**src/rtl/aud_recorder.sv**
```systemverilog
// aud_recorder: I2S receive-side capture block.
//
// Deserialises one channel of the CODEC ADC bit stream into DATA_W-bit
// samples (MSB first) and emits one SRAM write strobe per captured sample
// with a sequential address. Recording can be started, paused, resumed and
// stopped. o_done rises once MAX_ADDR has been written.
//
// Ports:
//   i_bclk     CODEC bit clock, all logic on its rising edge
//   i_rst      synchronous active-high reset
//   i_adclrck  ADC LR clock (0 = left, 1 = right)
//   i_adcdat   ADC serial data
//   i_start    start from IDLE (address back to 0) or resume from PAUSED
//   i_pause    pause request (takes effect after the word in flight)
//   i_stop     abort and return to IDLE
//   o_address  SRAM write address, valid with o_valid
//   o_data     captured sample, valid with o_valid, held between strobes
//   o_valid    single-cycle write strobe
//   o_busy     high while armed or shifting
//   o_done     high after the MAX_ADDR write until the next start
module aud_recorder #(
  parameter int                DATA_W   = 16,
  parameter int                ADDR_W   = 20,
  parameter logic [ADDR_W-1:0] MAX_ADDR = 20'hFFFFF,
  parameter logic              CHANNEL  = 1'b0
) (
  input  logic              i_bclk,
  input  logic              i_rst,
  input  logic              i_adclrck,
  input  logic              i_adcdat,
  input  logic              i_start,
  input  logic              i_pause,
  input  logic              i_stop,
  output logic [ADDR_W-1:0] o_address,
  output logic [DATA_W-1:0] o_data,
  output logic              o_valid,
  output logic              o_busy,
  output logic              o_done
);

  localparam int CNT_W = $clog2(DATA_W + 1);
  localparam logic [CNT_W-1:0] LAST_BIT = CNT_W'(DATA_W - 1);
  localparam logic [CNT_W-1:0] COMMIT   = CNT_W'(DATA_W);

  typedef enum logic [1:0] {
    IDLE   = 2'd0,
    ARMED  = 2'd1,
    SHIFT  = 2'd2,
    PAUSED = 2'd3
  } state_t;

  state_t            state;
  logic              prev_lrck;
  logic [DATA_W-2:0] shift_reg;
  logic [CNT_W-1:0]  bit_cnt;
  logic              pause_pend;
  logic [ADDR_W-1:0] addr_cnt;
  logic              chan_edge;

  // Start of the captured channel's half-frame; its MSB arrives one bclk later.
  assign chan_edge = (prev_lrck != CHANNEL) && (i_adclrck == CHANNEL);

  // Capture FSM. In SHIFT, bit_cnt 0..DATA_W-1 are sampling cycles and
  // bit_cnt == DATA_W is the commit cycle that drops the strobe, advances
  // the address and chooses the next state.
  always_ff @(posedge i_bclk) begin
    if (i_rst) begin
      state      <= IDLE;
      prev_lrck  <= 1'b0;
      shift_reg  <= '0;
      bit_cnt    <= '0;
      pause_pend <= 1'b0;
      addr_cnt   <= '0;
      o_address  <= '0;
      o_data     <= '0;
      o_valid    <= 1'b0;
      o_busy     <= 1'b0;
      o_done     <= 1'b0;
    end else begin
      prev_lrck <= i_adclrck;
      o_valid   <= 1'b0;
      case (state)
        IDLE: begin
          if (i_start && !i_stop) begin
            state      <= ARMED;
            o_busy     <= 1'b1;
            addr_cnt   <= '0;
            o_done     <= 1'b0;
            pause_pend <= 1'b0;
          end
        end
        ARMED: begin
          if (i_stop) begin
            state  <= IDLE;
            o_busy <= 1'b0;
          end else if (i_pause) begin
            state  <= PAUSED;
            o_busy <= 1'b0;
          end else if (chan_edge) begin
            state   <= SHIFT;
            bit_cnt <= '0;
          end
        end
        SHIFT: begin
          if (i_stop) begin
            state      <= IDLE;
            o_busy     <= 1'b0;
            pause_pend <= 1'b0;
          end else if (bit_cnt == COMMIT) begin
            pause_pend <= 1'b0;
            if (addr_cnt == MAX_ADDR) begin
              // Address space exhausted: no wrap, recording ends here.
              state  <= IDLE;
              o_busy <= 1'b0;
              o_done <= 1'b1;
            end else begin
              addr_cnt <= addr_cnt + 1'b1;
              if (pause_pend || i_pause) begin
                state  <= PAUSED;
                o_busy <= 1'b0;
              end else begin
                state <= ARMED;
              end
            end
          end else if ((bit_cnt != LAST_BIT) && (i_adclrck != CHANNEL)) begin
            // Channel ended early: drop the partial word, keep the address.
            // A pause requested during the dropped word still takes effect.
            pause_pend <= 1'b0;
            if (pause_pend || i_pause) begin
              state  <= PAUSED;
              o_busy <= 1'b0;
            end else begin
              state <= ARMED;
            end
          end else begin
            shift_reg <= {shift_reg[DATA_W-3:0], i_adcdat};
            bit_cnt   <= bit_cnt + 1'b1;
            if (i_pause) begin
              pause_pend <= 1'b1;
            end
            if (bit_cnt == LAST_BIT) begin
              o_data    <= {shift_reg, i_adcdat};
              o_address <= addr_cnt;
              o_valid   <= 1'b1;
            end
          end
        end
        PAUSED: begin
          if (i_stop) begin
            state <= IDLE;
          end else if (i_start) begin
            state  <= ARMED;
            o_busy <= 1'b1;
          end
        end
        default: begin
          state  <= IDLE;
          o_busy <= 1'b0;
        end
      endcase
    end
  end

endmodule
```
**config.mk**
```make
export PLATFORM = sky130hd
export DESIGN_NAME = aud_recorder
export DESIGN_NICKNAME = d
export VERILOG_FILES = /design/src/rtl/aud_recorder.sv
export SDC_FILE = /design/constraint.sdc
export NUM_CORES = 1
export LEC_CHECK = 0
export ABC_AREA = 1
export CAP_MARGIN = 20
export CORE_ASPECT_RATIO = 0.9
export CORE_MARGIN = 2
export CORE_UTILIZATION = 53
export DETAILED_ROUTE_END_ITERATION = 10
export DONT_BUFFER_PORTS = 1
export HOLD_SLACK_MARGIN = 0.05
export PLACE_DENSITY = 0.7
export SYNTH_ARGS = -nofsm -noshare
export SYNTH_HDL_FRONTEND = slang
export SYNTH_SLANG_ARGS = --single-unit
```
**constraint.sdc**
```tcl
create_clock -name i_bclk -period 2 [get_ports i_bclk]
set_input_delay 0.2 -clock i_bclk [delete_from_list [all_inputs] [get_ports i_bclk]]
set_output_delay 0.2 -clock i_bclk [all_outputs]
set_load 0.01 [all_outputs]
```
==> results.yml <==
outcome:
  status: "finished, final reports clean"
placement:
  port_buffers: 0
  dp_hpwl_um: 5500
  finalWeightedCongestion: 0.930
worst_setup_path:
  worstPathRequired_ns: 2.21
  cp-end-kind: "flip-flop"
  crit_fanout: 22
  worst-endpoint-arrival_ns: 2.04
  critPathKind: "reg -> reg"
  critPathLaunchType: "flip-flop"
floorplan:
  die_y_um: 84.6
  core_um2: 7040
  die_x_um: 93.6
  io_pins: 46
  rows: 29
  dieArea_um2: 7920
  start_util_pct: 54.4
job:
  drv_cap: 0
grt:
  grt_start_max_net_pins: 74
  grt_overflow: 0
  grt_pass1_vias: 2930
  grt_pass1_wl_um: 13300
  antenna_found_initial: 1
  grtUsageTotal_pct: 21.1
detailed_routing:
  viasPerCell: 5.09
  dr.pass1.iters: 5
  wl_per_cell_um: 12.2
  via_count: 3291
  finalWirelength_um: 7890
  drtAntennaViolNets: 0
  route.detailed.drc: 0
  drtIter0Drc: 201
timing:
  tightest_slew_ns: 0.772
  fin_crit_sh_pct: 91.3
  finalSetupTns_ns: 0
  skew_ns: 0.0120
  period_minus_slack_ns: 1.83
  final_hold_viol_count: 0
  slew-limit-headroom_pct: 48.4
  rsz0062_at_grt: "no"
  setup_viol: 0
  max_freq_mhz: 548
  maxSlewViolCount: 0
yosys:
  netlist_instances: 541
  syn_area_um2: 3830
  synthDistinctLibCells: 32
  ys_seq_area_share_pct: 43.4
  synth_seq_cells: 83
  syn_avg_cell_area_um2: 7.08
  yosys_warnings: 0
  syn_nets: 552
cts:
  cts_max_level: 3
  numClockSinks: 83
  cts_tree: "built"
  root_buffer: "clkbuf_8"
  clkTransAtPathRegs_ns: 0.09
  clk_latency_ns: 0.36
  cts_buffer_depth: 2
  cts_buffers: 9
min_path:
  min_path_type: "in -> reg"
layout:
  num_antenna_cells: 0
  drive_gt1_share_pct: 9.57
  synthToLayoutAreaGrowth_pct: 9.74
  nets: 560
  fillers: 666
  final_core_util_pct: 59.7
  reg.largest.list: "addr_cnt x20, o_address x20, o_data x16"
power_and_ir_drop:
  p_leak_nw: 1.59
  cellPowerDensity_nw_per_um2: 732
  vdd_ir_drop_max_mv: 0.364
## placed cells by master, fill, tap and decap left out, types with 4 or more instances in the layout
master          n
o21ai_1         4
a21oi_1        63
nor3_1         11
dfxtp_1        82
dlygate4sd3_1   4
clkbuf_8        9
inv_1          92
nor2_1         58
nor2_2          4
nand2_1        85
nand3_1        19
o21ai_0        57
buf_4          14
nand4_1         9
## through the flow
| step | power (mW) | cells | cell area, µm² | hold WS, ns | worst slack (ns) |
|---|---|---|---|---|---|
| after floorplan | 1.94 | 541 | 3830 | 0.307 | 0.371 |
| after global placement | 1.96 | 625 | 3950 | 0.274 | 0.189 |
| after detailed placement | 1.97 | 625 | 3950 | 0.276 | 0.119 |
| after CTS | 3.09 | 645 | 4170 | 0.0560 | 0.0670 |
| after global routing | 3.23 | 647 | 4200 | 0.0730 | 0.00334 |
| final | 3.08 | 647 | 4200 | 0.0657 | 0.174 |
## path summary, 6_finish.rpt
path / from / end / slack (ns) / cells past startpoint
hold reg to reg: shift_reg[14] / shift_reg[14] / 0.46 / 2
setup reg to reg: bit_cnt[0] / addr_cnt[16] / 0.17 / 13
hold / removal: i_adcdat / shift_reg[0] / 0.07 / 2
setup / recovery: bit_cnt[0] / addr_cnt[16] / 0.17 / 13
## per-layer routing
| layer | global-route usage [%] | vias up | routed length [µm] |
|---|---|---|---|
| met1 | 27.6 | 1466 | 3640 |
| met3 | 7.54 | 9 | 540 |
| li1 | - | 1729 | - |
| met5 | 0 | - | 0 |
| met2 | 33.2 | 87 | 3590 |
| met4 | 5.67 | 0 | 114 |
## cell families (layout without fill, tap and decap cells)
logic type	count (synthesis)	in the layout	synth area share, %
AOI/OAI and AO/OA	132	132	18.0
buffers and inverters	118	131	12.2
adders and majority gates	4	4	1.31
xor gates and xnor gates	5	5	1.14
and+or+nand+nor	199	199	24.0
DFF	83	83	43.4
## worst max-delay path: stages, from the launching register on
cell     delay, ns
dfxtp_2       0.34
inv_1         0.08
ha_1          0.14
nand2_1       0.05
inv_1         0.05
nand2_1       0.11
nand2_1       0.11
nand2_1       0.08
nor2_4        0.21
nand2_8       0.14
inv_4         0.15
nor2_2        0.04
nor2_1        0.13
nor2_1        0.05
## cell usage after synthesis (all sizes together)
library cell   n  area [µm²]
nand4          9        56.3
nor3          11        55.1
and2           1        6.26
buf            4        37.5
a31oi          1        6.26
dfxtp         83        1660
o21bai         3        22.5
a211oi         2        15.0
nand3b         1        7.51
xnor2          3        26.3
nand2         89         354
o21ai         61         305
inv           96         360
nor2          67         317
clkbuf        18        68.8
a21oi         64         332
ha             4        50.1
o211ai         1        7.51
xor2           2        17.5
nand3         21         123
## repair_timing
item | in CTS | in global routing
resized for setup | 0 | 4
setup buffers | 0 | 2
hold endpoints to repair | 18 | 0
hold buffers | 4 | 0
setup endpoints to repair | 0 | 15
## final cells by class
cell class / instances / area [µm²] / area share, %
Tap cell: 93 / 116 / 2.77
Clock inverter: 7 / 58.8 / 1.40
Inverter: 96 / 363 / 8.64
Sequential cell: 83 / 1660 / 39.6
Multi-Input combinational cell: 340 / 1710 / 40.7
Timing Repair Buffer: 19 / 165 / 3.93
Clock buffer: 9 / 124 / 2.95
## power by group
group / switching, mW / leakage, nW / internal, mW
logic: 0.188 / 0.832 / 0.0858
registers: 0.0204 / 0.670 / 1.67
clock network: 0.639 / 0.0925 / 0.472
Power figures use the tool's default switching activity.
